## src/rtl/access_menu_ctrl.sv

```systemverilog
`timescale 1ns/1ps
`default_nettype none
// ============================================================================
// Module   : access_menu_ctrl
// Brief    : Session-flow controller selecting the LCD message code, gating
//            ID/password entry, lockout after repeated failures, game start.
// Revision : 1.0 - initial release
// ============================================================================
module access_menu_ctrl #(
  parameter int SPLASH_CYCLES = 24000000,
  parameter int SCORE_CYCLES  = 120000000,
  parameter int LOCK_CYCLES   = 240000000,
  parameter int MAX_TRIES     = 3,
  parameter int TW            = 28
) (
  input  logic       CLK,
  input  logic       RST,
  input  logic       BTN_LOGIN,
  input  logic       BTN_QUIT,
  input  logic       BTN_PLAY,
  input  logic       BTN_SCORES,
  input  logic       ID_OK,
  input  logic       ID_BAD,
  input  logic       PW_OK,
  input  logic       PW_BAD,
  input  logic       GAME_DONE,
  output logic [3:0] LCD_CHAR_ARRAY,
  output logic       ID_REQ,
  output logic       PW_REQ,
  output logic       GAME_START,
  output logic       LOCKED
);

  localparam int TRW = (MAX_TRIES < 1) ? 1 : $clog2(MAX_TRIES + 1);

  // State encodings double as the LCD message-select codes.
  localparam logic [3:0] c_ST_SPLASH  = 4'hF;
  localparam logic [3:0] c_ST_WELCOME = 4'h0;
  localparam logic [3:0] c_ST_IDEN    = 4'h1;
  localparam logic [3:0] c_ST_PWRD    = 4'h2;
  localparam logic [3:0] c_ST_OPTIONS = 4'h3;
  localparam logic [3:0] c_ST_GAME    = 4'h4;
  localparam logic [3:0] c_ST_SCORES  = 4'h5;
  localparam logic [3:0] c_ST_LOCKOUT = 4'h6;

  localparam logic [TW-1:0]  c_SPLASH_LAST = TW'(SPLASH_CYCLES - 1);
  localparam logic [TW-1:0]  c_SCORE_LAST  = TW'(SCORE_CYCLES - 1);
  localparam logic [TW-1:0]  c_LOCK_LAST   = TW'(LOCK_CYCLES - 1);
  localparam logic [TW-1:0]  c_TIMER_ONE   = {{(TW-1){1'b0}}, 1'b1};
  localparam logic [TRW-1:0] c_TRIES_SAT   = {TRW{1'b1}};
  localparam logic [TRW:0]   c_TRIES_LIMIT = (TRW+1)'(MAX_TRIES);

  logic [3:0]     r_state;
  logic [TW-1:0]  r_timer;
  logic [TRW-1:0] r_tries;

  logic [3:0]     w_state_nxt;
  logic [TW-1:0]  w_timer_nxt;
  logic [TRW-1:0] w_tries_nxt;
  logic [TRW:0]   w_tries_inc;
  logic           w_timeout;
  logic           w_timed_state;
  logic           w_fail;

  always_comb begin
    w_timeout     = 1'b0;
    w_timed_state = 1'b0;
    case (r_state)
      c_ST_SPLASH: begin
        w_timed_state = 1'b1;
        w_timeout     = (r_timer == c_SPLASH_LAST);
      end
      c_ST_SCORES: begin
        w_timed_state = 1'b1;
        w_timeout     = (r_timer == c_SCORE_LAST);
      end
      c_ST_LOCKOUT: begin
        w_timed_state = 1'b1;
        w_timeout     = (r_timer == c_LOCK_LAST);
      end
      default: begin
        w_timed_state = 1'b0;
        w_timeout     = 1'b0;
      end
    endcase
  end

  assign w_tries_inc = {1'b0, r_tries} + {{TRW{1'b0}}, 1'b1};

  always_comb begin
    w_state_nxt = r_state;
    w_tries_nxt = r_tries;
    w_fail      = 1'b0;
    case (r_state)
      c_ST_SPLASH: begin
        if (w_timeout) w_state_nxt = c_ST_WELCOME;
      end
      c_ST_WELCOME: begin
        if (BTN_QUIT)       w_state_nxt = c_ST_SPLASH;
        else if (BTN_LOGIN) w_state_nxt = c_ST_IDEN;
      end
      c_ST_IDEN: begin
        if (BTN_QUIT)     w_state_nxt = c_ST_WELCOME;
        else if (ID_BAD)  w_fail      = 1'b1;
        else if (ID_OK)   w_state_nxt = c_ST_PWRD;
      end
      c_ST_PWRD: begin
        if (BTN_QUIT)     w_state_nxt = c_ST_WELCOME;
        else if (PW_BAD)  w_fail      = 1'b1;
        else if (PW_OK) begin
          w_state_nxt = c_ST_OPTIONS;
          w_tries_nxt = '0;
        end
      end
      c_ST_OPTIONS: begin
        if (BTN_QUIT)        w_state_nxt = c_ST_WELCOME;
        else if (BTN_PLAY)   w_state_nxt = c_ST_GAME;
        else if (BTN_SCORES) w_state_nxt = c_ST_SCORES;
      end
      c_ST_GAME: begin
        if (GAME_DONE) w_state_nxt = c_ST_SCORES;
      end
      c_ST_SCORES: begin
        if (BTN_QUIT || w_timeout) w_state_nxt = c_ST_OPTIONS;
      end
      c_ST_LOCKOUT: begin
        if (w_timeout) w_state_nxt = c_ST_WELCOME;
      end
      default: begin
        w_state_nxt = c_ST_SPLASH;
      end
    endcase

    // A failure either trips the lockout or bumps the saturating counter.
    if (w_fail) begin
      if (w_tries_inc == c_TRIES_LIMIT) begin
        w_state_nxt = c_ST_LOCKOUT;
        w_tries_nxt = '0;
      end else if (r_tries != c_TRIES_SAT) begin
        w_tries_nxt = w_tries_inc[TRW-1:0];
      end
    end

    if (w_state_nxt == c_ST_WELCOME) w_tries_nxt = '0;
  end

  always_comb begin
    if (w_state_nxt != r_state) w_timer_nxt = '0;
    else if (w_timed_state)     w_timer_nxt = r_timer + c_TIMER_ONE;
    else                        w_timer_nxt = '0;
  end

  // Outputs are decoded from the next state so they align with the state register.
  always_ff @(posedge CLK or posedge RST) begin
    if (RST) begin
      r_state        <= c_ST_SPLASH;
      r_timer        <= '0;
      r_tries        <= '0;
      LCD_CHAR_ARRAY <= c_ST_SPLASH;
      ID_REQ         <= 1'b0;
      PW_REQ         <= 1'b0;
      GAME_START     <= 1'b0;
      LOCKED         <= 1'b0;
    end else begin
      r_state        <= w_state_nxt;
      r_timer        <= w_timer_nxt;
      r_tries        <= w_tries_nxt;
      LCD_CHAR_ARRAY <= w_state_nxt;
      ID_REQ         <= (w_state_nxt == c_ST_IDEN);
      PW_REQ         <= (w_state_nxt == c_ST_PWRD);
      GAME_START     <= (w_state_nxt == c_ST_GAME) && (r_state == c_ST_OPTIONS);
      LOCKED         <= (w_state_nxt == c_ST_LOCKOUT);
    end
  end

endmodule
`default_nettype wire

```

## config.mk

```make
export PLATFORM = sky130hd
export DESIGN_NAME = access_menu_ctrl
export DESIGN_NICKNAME = d
export VERILOG_FILES = /design/src/rtl/access_menu_ctrl.sv
export SDC_FILE = /design/constraint.sdc
export NUM_CORES = 1
export LEC_CHECK = 0
export CORE_MARGIN = 3
export CORE_UTILIZATION = 35
export CTS_BUF_LIST = sky130_fd_sc_hd__clkbuf_4
export DETAILED_ROUTE_END_ITERATION = 12
export HOLD_SLACK_MARGIN = 0.02
export REMOVE_ABC_BUFFERS = 1
export SYNTH_ARGS = -nofsm -noshare
export SYNTH_HDL_FRONTEND = slang
export SYNTH_SLANG_ARGS = --single-unit
```

## constraint.sdc

```tcl
create_clock -name CLK -period 3 [get_ports CLK]
set_input_delay 0.45 -clock CLK [delete_from_list [all_inputs] [get_ports CLK]]
set_output_delay 0.45 -clock CLK [all_outputs]
set_load 0.01 [all_outputs]
```

# == Word level (Yosys, flattened, before mapping) ==
# Cells that the tools add are included.
# totals
wordCells,66
regBits,38
# op_classes
muxes,34
add_sub_neg,2
n_reduce_logical,6
n_eq_ne,17
# op_table
operator,n
two-way mux 4 bit,16
two-way mux 28 bit,2
"adder 28 x 1 -> 28 bit, second input constant",1
"== test 28 x 25 -> 1 bit, second input constant",1
"== test 28 x 27 -> 1 bit, second input constant",1
"== test 28 bit, second input constant",1
one-hot mux 4 bit (7 select lines),1
"== test 4 x 3 -> 1 bit, second input constant",5
two-way mux 2 bit,8
"== test 4 x 2 -> 1 bit, second input constant",3
"== test 4 x 1 -> 1 bit, second input constant",2
zero test 4 bit,2
two-way mux 1 bit,5
"== test 4 bit, second input constant",1
inequality test 4 bit,1
"adder 2 x 1 -> 3 bit, second input constant",1
"== test 3 x 2 -> 1 bit, second input constant",1
one-hot mux 1 bit (3 select lines),1
OR reduction 3 bit,1
"inequality test 2 bit, second input constant",1
one-hot mux 1 bit (2 select lines),1
OR reduction 2 bit,1
logical AND 1 bit,1
logical OR 1 bit,1

# == Logic depth before layout (Yosys ltp) ==
# Gate-level depths: netlist (run 1).
# depth
depth_word,9
mapped_depth,9

# == Worst setup path before layout (run 1) ==
# Ideal clock, no wire load.
# synth_path
path_kind,register to register
start,register r_state[3]
end,register r_timer[20]
period_less_slack_ns,2.421
required_time_ns,2.881
setup_ns,0.119
stages_incl_launch_ff,10
n_path_buf,3
slack_ns,0.579
arrival_time_ns,2.302
path_cell_list,dfstp_2 buf_6 and4bb_1 mux2i_1 or3_4 a2111oi_4 or2_1 buf_4 buf_4 nor2_1
# synth_between
elab_chain_len,9
# synth_lines
item,line,text
start: declaration,53,logic [3:0] r_state;
start signal: assignment,156,r_state <= c_ST_SPLASH;
start signal: assignment,165,r_state <= w_state_nxt;
== test 4 x 3 -> 1 bit / == test 4 bit (equally long branches),"68, 94",
one-hot mux 1 bit (3 select lines),68,case (r_state)
logical OR 1 bit,124,if (BTN_QUIT || w_timeout) w_state_nxt = c_ST_OPTIONS;
two-way mux 4 bit,124,
one-hot mux 4 bit (7 select lines),94,case (r_state)
two-way mux 4 bit,136,if (w_tries_inc == c_TRIES_LIMIT) begin
two-way mux 4 bit,135,if (w_fail) begin
inequality test 4 bit,148,if (w_state_nxt != r_state) w_timer_nxt = '0;
two-way mux 28 bit (*),148,
via w_timer_nxt[20],58,logic [TW-1:0] w_timer_nxt;
end signal: assignment,166,r_timer <= w_timer_nxt;
end: declaration,54,logic [TW-1:0] r_timer;
# Mark *: on every way through the listed nets, which the timed path passes. The rest lies on a longest branch.

# == Worst setup path after layout (run 1) ==
# layout_path
start,register r_state[2]
end,register r_tries[0]
# layout_between
elab_chain_len,9
# layout_lines
item,line,text
== test 4 x 3 -> 1 bit / == test 4 bit (equally long branches),"68, 94",
one-hot mux 1 bit (3 select lines),68,
logical OR 1 bit,124,
two-way mux 4 bit,124,
one-hot mux 4 bit (7 select lines),94,
two-way mux 4 bit,136,
two-way mux 4 bit (*),135,
via w_state_nxt[2],57,logic [3:0] w_state_nxt;
zero test 4 bit (*),144,if (w_state_nxt == c_ST_WELCOME) w_tries_nxt = '0;
two-way mux 2 bit (*),144,
via w_tries_nxt[0],59,logic [TRW-1:0] w_tries_nxt;
end signal: assignment,167,r_tries <= w_tries_nxt;
end: declaration,55,logic [TRW-1:0] r_tries;
# Marks and branches as above.

==> results of run 1 <==
-- cell usage after synthesis (3+ instances only) --
| cell type | instances |
|---|---|
| dfrtp_1 | 34 |
| nand4_1 | 7 |
| and3b_1 | 4 |
| o22ai_1 | 3 |
| xor2_1 | 16 |
| buf_4 | 5 |
| o21ai_0 | 7 |
| a21oi_1 | 7 |
| ha_1 | 3 |
| nand3_1 | 14 |
| or3_2 | 4 |
| xnor2_1 | 11 |
| clkbuf_1 | 3 |
| nand2_1 | 13 |
| and3_1 | 5 |
| and4bb_2 | 3 |
| and4_1 | 6 |
| clkbuf_8 | 3 |
| nor2_1 | 39 |
| nor3_1 | 5 |
| dfstp_2 | 4 |
| inv_1 | 8 |
-- power breakdown --
part           internal [W]  leakage, nW  switching, W
clock              0.000195       0.0463      0.000166
combinational     0.0000154        0.588     0.0000152
sequential         0.000512        0.508             0
total              0.000723         1.14      0.000181
-- layout make-up --
cell class	instances	area, sq um	area share
clock inverters	1	30.0	0.0113
clock buffers	7	52.6	0.0198
multi-input cells	190	1270	0.478
well taps	77	96.3	0.0363
inverters	8	30.0	0.0113
flip-flops and latches	38	956	0.360
repair buffers	22	223	0.0838
-- path summary, 6_finish.rpt --
check                            from         end  cells past startpoint
setup / recovery           r_state[2]  r_tries[0]                      6
setup reg to reg           r_state[2]  r_tries[0]                      6
hold / removal             r_timer[0]  r_timer[0]                      1
max in group asynchronous         RST  r_state[3]                      3
hold reg to reg            r_timer[0]  r_timer[0]                      1
min in group asynchronous         RST      ID_REQ                      3
-- metal layers --
layer	GRT usage	vias to the layer above	wire length, microns
li1	-	922	-
met1	0.193	873	2330
met2	0.229	32	2250
met3	0.0273	6	210
met4	0.0412	0	67
met5	0	-	0
-- sequential cells by signal (all words and copies together) (netlist names) --
name        flops
GAME_START      1
ID_REQ          1
LOCKED          1
PW_REQ          1
r_state         4
r_timer        28
r_tries         2
-- logic make-up after synthesis --
family / Yosys count / synth area share
AO/OA/AOI/OAI: 37 / 0.119
XOR/XNOR: 27 / 0.100
adder cells (fa/ha/maj): 3 / 0.0159
buffers and inverters: 20 / 0.0558
flip-flops: 38 / 0.406
multiplexers: 1 / 0.00425
AND/OR/NAND/NOR: 122 / 0.299
-- per-stage QoR --
step,cells,instance area [sq um]
global route,343,2660
CTS,343,2660
detailed placement,335,2570
global placement,335,2570
finish,343,2660
floorplan,236,2250
==> impl_metrics.csv, run 1 <==
group,metric,value,unit
routing,vias_per_cell,5.34,
timing,skew,14.0,ps
global_route,grt_pass1_vias,1867,
layout,nFillCells,644,
setup_path,crit_family,"compound AO/OA/AOI/OAI gates",
synth,synth_area,2360,sq um
timing,tns,0,ps
setup_path,cp_max_fo,16,
synth,synth_cell_types,54,
layout,nets,279,
setup_path,crit_path_start_kind,"flop",
floorplan,core-area,6420,sq um
setup_path,required,3230,ps
placement,routabilityCongestion,0.755,
setup_path,cp_cell_sequence,"nor4b_1 -> nand4b_1 -> or3_4 -> a2111oi_4 -> o211ai_2 -> o31a_1",
clock_network,cts_hold_buf,0,
routing,routed_wl,4860,microns
timing,period_needed,2740,ps
setup_path,path_class,"flop to flop",
timing,hold-worst-slack,496,ps
floorplan,die_h,88.0,microns
placement,hpwl,3380,microns
timing,grt_setup_unrepaired,"no",
routing,wl_per_cell,14.2,microns
routing,drtIter0Drc,135,
floorplan,num_rows,29,
synth,synthTopCellsByArea,"dfrtp_1, nor2_1, xor2_1",
synth,synth_warnings,0,
synth,syn_area_per_cell,9.50,sq um
layout,final_common_cell,"nor2_1",
floorplan,die_w,88.0,microns
timing,report.final.hold_viol_count,0,
setup_path,crit_slowest_cell,"dfstp_2",
routing,vias,1833,
clock_network,clk_latency,340,ps
synth,async_flop_share,1.00,
synth,ys_seq_area_frac,0.406,
synth,synthCells,248,
synth,yosys.area.top_type,"dfrtp_1",
power,power.leakage,1.14,nW
timing,finalSetupViolCount,0,
clock_network,ctsHtreeMaxLevel,2,
layout,drive_above_1_share,0.128,
power,power_density,340,nW/um^2
global_route,grt_max_degree,39,
timing,worst_pin_slew,531,ps
clock_network,clockRootBuffer,"clkbuf_4",
run_status,outcome,"finished clean",
synth,synth_seq_cells,38,
global_route,grt_pass1_wl,8800,microns
floorplan,initial_core_util,0.367,
timing,period_share,0.912,
timing,fmax,0.366,GHz
clock_network,clock-sinks,38,
setup_path,cp.arrival,2970,ps
placement,io_buffers,18,
power,irDropWorstVdd,0.219,mV
floorplan,ios,19,
global_route,grt_usage,0.142,
synth,synthFlopType,"dfrtp_1",
layout,final_core_util,0.414,
clock_network,cts_tree,"done",
synth,yosysTopAreaCellShare,0.361,
setup_path,reg2reg_setup_slack,260,ps
setup_path,end_kind,"flop",
global_route,grt-ovfl-total,0,
clock_network,clock_path_buffers,2,
hold_path,hold_class,"flop to flop",
timing,setup_ws,264,ps
clock_network,post_cts_buffers,0,
global_route,antenna_found_initial,0,
layout,layout_common_cells,"nor2_1, dfrtp_1, clkdlybuf4s50_1, xor2_1, nand3_1",
setup_path,crit_path_max_incr_delay,720,ps
layout,area_growth,12.7,%
timing,maxSlewViolCount,0,
clock_network,cts_inserted_buffers,5,
clock_network,clk_pin_slew_worst_paths,120,ps
synth,synth_edf_count,0,
timing,slew_headroom,0.641,
run,cap_violations,0,
routing,drt-pass1-iter-count,4,
clock_network,cts_resized,0,
placement,pre_cts_ws,251,ps
floorplan,fp.dieArea,7750,sq um
setup_path,critPathBufInv,0,
layout,antennaDiodeCount,0,
routing,drcViolationCount,0,
routing,ant_nets,0,
power,power,0.000904,W
(Power assumes the default switching activity.)
==> run 2, diff against run 1 <==
--- a/config.mk
+++ b/config.mk
@@ -9,7 +9,6 @@
 export CORE_UTILIZATION = 35
 export CTS_BUF_LIST = sky130_fd_sc_hd__clkbuf_4
 export DETAILED_ROUTE_END_ITERATION = 12
-export HOLD_SLACK_MARGIN = 0.02
 export REMOVE_ABC_BUFFERS = 1
 export SYNTH_ARGS = -nofsm -noshare
 export SYNTH_HDL_FRONTEND = slang
==> results of run 2 <==
The final DEF is identical to that of run 1; final timing and power are the same.
==> run 3, diff against run 2 <==
--- a/config.mk
+++ b/config.mk
@@ -5,10 +5,12 @@
 export SDC_FILE = /design/constraint.sdc
 export NUM_CORES = 1
 export LEC_CHECK = 0
+export CAP_MARGIN = 40
 export CORE_MARGIN = 3
-export CORE_UTILIZATION = 35
+export CORE_UTILIZATION = 50
 export CTS_BUF_LIST = sky130_fd_sc_hd__clkbuf_4
 export DETAILED_ROUTE_END_ITERATION = 12
+export PLACE_DENSITY = 0.7
 export REMOVE_ABC_BUFFERS = 1
 export SYNTH_ARGS = -nofsm -noshare
 export SYNTH_HDL_FRONTEND = slang
==> impl_metrics.csv, run 3 (synthesized netlist as in run 1, its figures left out) <==
group,metric,value,unit
routing,drt-pass1-iter-count,4,
layout,final_common_cell,"nor2_1",
clock_network,cts_resized,0,
global_route,grt_pass1_wl,8250,microns
global_route,antenna_found_initial,0,
routing,routed_wl,4630,microns
layout,nFillCells,407,
routing,dr_wl_met3,134,microns
setup_path,crit_path_max_incr_delay,760,ps
timing,tns,0,ps
clock_network,cts_hold_buf,0,
routing,wl_per_cell,14.6,microns
clock_network,ctsHtreeMaxLevel,2,
layout,nets,278,
timing,maxSlewViolCount,0,
timing,period_share,0.910,
setup_path,cp_cell_sequence,"and4bb_1 -> mux2i_1 -> or3_4 -> a2111oi_4 -> o211ai_2 -> o31a_1",
placement,placed_area,2530,sq um
layout,largest_register_ffs,28,
placement,routabilityCongestion,0.799,
timing,worst_pin_slew,560,ps
routing,ant_nets,0,
power,irDropWorstVdd,0.284,mV
timing,hold-worst-slack,497,ps
routing,vias_per_cell,5.73,
run,cap_violations,0,
placement,hpwl,3240,microns
layout,largest_register,"r_timer",
power,power.leakage,1.13,nW
layout,antennaDiodeCount,0,
layout,area_growth,10.9,%
setup_path,cp.arrival,2970,ps
timing,skew,9.32,ps
floorplan,core-area,4440,sq um
floorplan,ios,19,
layout,multi_input_area,1270,sq um
power,power_density,339,nW/um^2
clock_network,clk_latency,340,ps
power,power,0.000885,W
timing,slew_headroom,0.624,
setup_path,crit_slowest_cell,"dfstp_2",
layout,reg.largest.list,"r_timer: 28 flops, r_state: 4 flops, r_tries: 2 flops",
routing,highest_layer,"met4",
floorplan,die_h,74.6,microns
global_route,grt_usage,0.191,
global_route,grt_pass1_vias,1755,
clock_network,cts_inserted_buffers,5,
timing,fmax,0.366,GHz
setup_path,required,3240,ps
timing,grt_setup_unrepaired,"no",
routing,met1Wirelength,2370,microns
routing,drcViolationCount,0,
clock_network,post_cts_buffers,0,
floorplan,num_rows,24,
clock_network,clock-sinks,38,
setup_path,cp_max_fo,22,
clock_network,clockRootBuffer,"clkbuf_4",
clock_network,clk_pin_slew_worst_paths,110,ps
global_route,grt-ovfl-total,0,
floorplan,fp.dieArea,5570,sq um
floorplan,initial_core_util,0.530,
hold_path,hold_class,"flop to flop",
routing,route.met2.wl,2080,microns
layout,fin_area,2610,sq um
setup_path,path_class,"flop to flop",
layout,drive_above_1_share,0.125,
layout,layout_common_cells,"nor2_1, dfrtp_1, clkdlybuf4s50_1, xor2_1, nand3_1",
routing,drtIter0Drc,121,
floorplan,die_w,74.6,microns
timing,report.final.hold_viol_count,0,
placement,io_buffers,18,
setup_path,crit_path_start_kind,"flop",
routing,vias,1815,
clock_network,clock_path_buffers,2,
timing,finalSetupViolCount,0,
global_route,grt_max_degree,39,
layout,seq_area,956,sq um
clock_network,cts_tree,"done",
timing,period_needed,2730,ps
setup_path,end_kind,"flop",
run_status,outcome,"finished clean",
[run 3: per-stage QoR]
step                      std cells  setup WS, ps  utilization
after CTS                       317           257        0.588
after global placement          309           341        0.570
after global routing            317          86.5        0.588
final                           317           269        0.588
after floorplan                 236           267            -
after detailed placement        309           283        0.570
[run 3: final cells by class]
type / instances / area share
flip-flops and latches: 38 / 0.366
clock inverters: 3 / 0.0153
inverters: 8 / 0.0115
multi-input cells: 190 / 0.486
repair buffers: 21 / 0.0824
well taps: 52 / 0.0249
clock buffers: 5 / 0.0144
[run 3: worst paths after layout]
path | cells past startpoint | startpoint | slack (ps) | to
max | 6 | r_state[0] | 270 | r_tries[0]
max in group asynchronous | 3 | RST | 2130 | r_state[3]
min | 1 | r_timer[0] | 500 | r_timer[0]
max reg2reg | 6 | r_state[0] | 270 | r_tries[0]
min reg2reg | 1 | r_timer[0] | 500 | r_timer[0]
min in group asynchronous | 3 | RST | 510 | PW_REQ
[run 3: where the power goes]
part           leakage [nW]  internal (W)  switching (W)
logic                 0.582     0.0000146      0.0000150
clock network        0.0450      0.000173       0.000171
registers             0.508      0.000512              0
[run 3: critical path, delay by kind of cell (launching register included)]
family,cells,cell delay [ps]
AOI/OAI and AO/OA,3,1050
DFF,1,760
muxes,1,140
and+or+nand+nor,2,670
[run 3: layer usage]
metal  vias to the layer above  track usage
met3                         4       0.0360
met4                         0       0.0534
li1                        920            -
met5                         -            0
met2                        20        0.303
met1                       871        0.268
==> edit 1, RTL diff (flow settings as in run 3) <==
Put one more register stage on the output `LCD_CHAR_ARRAY`. The value now appears one clock later. The other outputs are not delayed to match.
--- a/src/rtl/access_menu_ctrl.sv
+++ b/src/rtl/access_menu_ctrl.sv
@@ -49,6 +49,8 @@
   localparam logic [TW-1:0]  c_TIMER_ONE   = {{(TW-1){1'b0}}, 1'b1};
   localparam logic [TRW-1:0] c_TRIES_SAT   = {TRW{1'b1}};
   localparam logic [TRW:0]   c_TRIES_LIMIT = (TRW+1)'(MAX_TRIES);
+
+  logic [3:0] LCD_CHAR_ARRAY_s0;
 
   logic [3:0]     r_state;
   logic [TW-1:0]  r_timer;
@@ -156,7 +158,7 @@
       r_state        <= c_ST_SPLASH;
       r_timer        <= '0;
       r_tries        <= '0;
-      LCD_CHAR_ARRAY <= c_ST_SPLASH;
+      LCD_CHAR_ARRAY_s0 <= c_ST_SPLASH;
       ID_REQ         <= 1'b0;
       PW_REQ         <= 1'b0;
       GAME_START     <= 1'b0;
@@ -165,7 +167,7 @@
       r_state        <= w_state_nxt;
       r_timer        <= w_timer_nxt;
       r_tries        <= w_tries_nxt;
-      LCD_CHAR_ARRAY <= w_state_nxt;
+      LCD_CHAR_ARRAY_s0 <= w_state_nxt;
       ID_REQ         <= (w_state_nxt == c_ST_IDEN);
       PW_REQ         <= (w_state_nxt == c_ST_PWRD);
       GAME_START     <= (w_state_nxt == c_ST_GAME) && (r_state == c_ST_OPTIONS);
@@ -173,6 +175,10 @@
     end
   end
 
+  always_ff @(posedge CLK) begin
+    LCD_CHAR_ARRAY <= LCD_CHAR_ARRAY_s0;
+  end
+
 endmodule
 `default_nettype wire
 
Check against the original RTL: no difference found for any inputs over 10 cycles, from zero or initial values and one cycle with RST high; that may be too few to reach the edited logic, so the function may still have changed.
==> edit 1 against run 3 <==
Worst setup slack improved by 29 ps. Routed wire length barely moved. First-iteration DRC count rose by 26%. Sequential share of layout area rose by 1.5 points. Sequential cell count rose by 4. Combinational power fell by 2%. Final area rose by 4.1%. Via count rose by 2.4%. Clock skew fell by 2.1 ps. Core utilization rose by 1.2 points. Total power rose by 9.7%. Synthesized area rose by 3.4%. Clock power rose by 9.6%. Hold slack got worse by 15 ps. Critical path type unchanged.
==> edit 1: results (changes against run 3) <==
finish:
  nFillCells: 394  # -3.2%
  ff_latch_area_um2: 1040  # +8.4%
  buffer_area_share_pct: 8.19  # -0.050 points
  fin_nets: 283  # +1.8%
  drive_gt1_share_pct: 12.6  # +0.14 points
pwr:
  p_leak_nw: 1.17  # +3.4%
logic_synthesis:
  synth_xor_area_share_pct: 9.71  # -0.33 points
  synth_cell_type_count: 55  # +1.9%
  syn-mean-instance-area_um2: 9.67  # +1.8%
  synth_mux_area_share_pct: 0.411  # -0.014 points
  synthAdderAreaFrac_pct: 1.54  # -0.052 points
  synth_compound_area_share_pct: 11.5  # -0.39 points
timing:
  tightest_slew_ps: 498  # -62.1 ps
  clock-skew-final_ps: 7.20  # -2.11 ps
grt:
  grt_util_met3_pct: 4.88  # +1.3 points
clock_tree:
  clk_pin_slew_ps: 130  # +20 ps
  clk_latency_ps: 360  # +20 ps
  cts_sinks: 42  # +11%
detailed_routing:
  wire_per_inst_um: 13.8  # -5.3%
  viasPerCell: 5.55  # -3.1%
  wl_met2_mm: 2.05  # -1.5%
  wl_met1_mm: 2.37  # +0.17%
  wl_met3_um: 174  # +30%
run_status:
  status: "finished clean"
place:
  dp_hpwl_mm: 3.17  # -2.2%
  gp_routability_congestion: 0.844  # +5.7%
worst_setup_path:
  cp_max_fo: 23  # +4.5%
edit 1: changes by cell type in the layout (fill, tap and decap cells not counted), sizes merged:
cell / before / now
buf: 3 / 4
clkinv: 2 / 1
dfxtp: 0 / 4
inv: 8 / 9
edit 1: critical path, delay by kind of cell (launching register included):
family	cells	cell delay [ps]
AO/OA/AOI/OAI	3	1050
flip-flops	1	770
AND/OR/NAND/NOR	2	680
multiplexers	1	110
edit 1: worst paths after layout:
check                                  end  slack (ps)  cells after the start
worst max-delay path            r_tries[1]         300                      6
worst min-delay path            r_timer[6]         480                      3
worst max register to register  r_tries[1]         300                      6
worst min register to register  r_timer[0]         500                      1
max in group asynchronous       r_state[0]        2170                      3
min in group CLK                r_timer[0]         500                      1
edit 1: power breakdown:
group / total (W) / switching [W] / internal (W)
Combinational: 0.0000291 / 0.0000146 / 0.0000146
Sequential: 0.000566 / 0 / 0.000566
Clock: 0.000376 / 0.000199 / 0.000177
==> edit 2, RTL diff (config.mk and constraints of run 3) <==
Without the edit above. Change the parameter `MAX_TRIES` from 3 to 6.
--- a/src/rtl/access_menu_ctrl.sv
+++ b/src/rtl/access_menu_ctrl.sv
@@ -10,7 +10,7 @@
   parameter int SPLASH_CYCLES = 24000000,
   parameter int SCORE_CYCLES  = 120000000,
   parameter int LOCK_CYCLES   = 240000000,
-  parameter int MAX_TRIES     = 3,
+  parameter int MAX_TRIES     = 6,
   parameter int TW            = 28
 ) (
   input  logic       CLK,
Check against the original RTL: no difference found for any inputs over 10 cycles, from zero or initial values and one cycle with RST high; that may be too few to reach the edited logic, so the function may still have changed.
==> edit 2 against run 3 <==
Global-route usage down 0.15 points. Highest routed layer unchanged. Synthesized area down 2.1%. Maximum frequency increased by 0.99%. Hold slack got worse by 13 ps. Die area decreased by 2.0%. Clock skew down 5.8 ps. Routed wire length decreased by 2.7%. Via count shrank 0.72%. Critical path type unchanged. Core utilization is 0.59 points lower. Final area is 1.7% lower. Worst setup slack improved by 27 ps. Critical endpoint is now r_tries[2]. Sequential cell count grew 1.
Power is not compared: it rests on default switching activity, and its combinational part moved more than twofold at a synthesized area within 25%.
==> edit 2: results (changes against run 3) <==
grt:
  first_global_vias: 1747  # -0.46%
  globalRouteMet1Util_pct: 25.8  # -0.92 points
  grt_util_met3_pct: 4.92  # +1.3 points
  grt_pass1_wl_mm: 7.88  # -4.4%
  track_usage_pct: 18.9  # -0.15 points
  antenna_found_initial: 0  # unchanged
  grt_use_met2_pct: 29.4  # -0.91 points
  grt_max_degree: 40  # +2.6%
pwr:
  p_leak_nw: 1.04
  switching_power_w: 0.000538
  clockPowerShare_pct: 17.9
  seqPwrFrac_pct: 47.7
  ir_drop_uv: 346
  netSwitchingFraction_pct: 37.8
clock_tree:
  cts_resized: 0  # unchanged
  post-cts-setup-buffer-count: 0  # unchanged
  cts_root_buf: "clkbuf_4"
  clk_latency_ps: 340  # about the same
  clk_pin_slew_ps: 100
  cts_buffers: 5  # unchanged
  h-tree-depth: 2  # unchanged
run_status:
  status: "finished clean"
logic_synthesis:
  synth_mux_area_share_pct: 2.60  # +2.2 points
  postSynthCellCount: 244  # -1.6%
  synth_top_family_by_area: "simple AND/OR/NAND/NOR gates"
  synth_cell_type_count: 51  # -5.6%
  synth_edf_count: 0  # unchanged
  synth_compound_area_share_pct: 7.70  # -4.2 points
  yosysWarnings: 0  # unchanged
  synth_xor_area_share_pct: 10.6  # +0.60 points
  synthTopCellsByCount: "36 x nor2_1, 35 x dfrtp_1, 20 x xor2_1"
  synthTopCellsByArea: "dfrtp_1 38%, xor2_1 7.6%, nor2_1 5.9%"
  synthAdderAreaFrac_pct: 2.17  # +0.58 points
  ys_seq_area_share_pct: 42.5  # +2.0 points
detailed_routing:
  drt-initial-drc-count: 79  # -35%
  wl_met2_mm: 1.99  # -4.4%
  wl_met3_um: 182  # +36%
  top_layer: "met4"
  wl_met1_mm: 2.27  # -4.2%
  wire_per_inst_um: 14.4  # -1.8%
  viasPerCell: 5.74  # +0.23%
finish:
  nFillCells: 421  # +3.4%
  drive_gt1_share_pct: 9.16  # -3.3 points
  fin_nets: 276  # -0.72%
  reg_top3: "r_timer (28), r_state (4), r_tries (3)"
  fin_cells: 314  # -0.95%
  num_antenna_cells: 0  # unchanged
place:
  pre_cts_slack_ps: 337  # +53.4 ps
  place_area_um2: 2520  # -0.74%
  dp_hpwl_mm: 3.15  # -2.7%
  gp_routability_congestion: 0.819  # +2.5%
  port_buffers: 18  # unchanged
worst_setup_path:
  path_delay_family: "simple AND/OR/NAND/NOR gates"
  cp.arrival_ps: 2910  # -60 ps
  slowest_delay_ps: 760  # about the same
  crit_slowest_cell: "dfstp_2"
  cp_max_fo: 20  # -9.1%
timing:
  clock-skew-final_ps: 3.48  # -5.83 ps
  tightest_slew_ps: 513  # -47.1 ps
## edit 2: cell type report
class | instances | area, um^2 | share of cell area (%)
Multi-Input combinational cell | 187 | 1240 | 48.5
Clock buffer | 6 | 45.0 | 1.75
Tap cell | 52 | 65.1 | 2.53
Timing Repair Buffer | 20 | 195 | 7.60
Sequential cell | 39 | 981 | 38.2
Clock inverter | 2 | 7.51 | 0.292
Inverter | 8 | 30.0 | 1.17
## edit 2: path summary, 6_finish.rpt
path                              endpoint  startpoint  slack [ps]  cells past startpoint
worst max-delay path            r_tries[2]  r_state[0]         300                      6
worst min-delay path            r_timer[0]  r_timer[0]         480                      1
worst max register to register  r_tries[2]  r_state[0]         300                      6
worst min register to register  r_timer[0]  r_timer[0]         480                      1
max in group asynchronous       r_state[3]         RST        2130                      3
min in group asynchronous       r_timer[3]         RST         520                      3
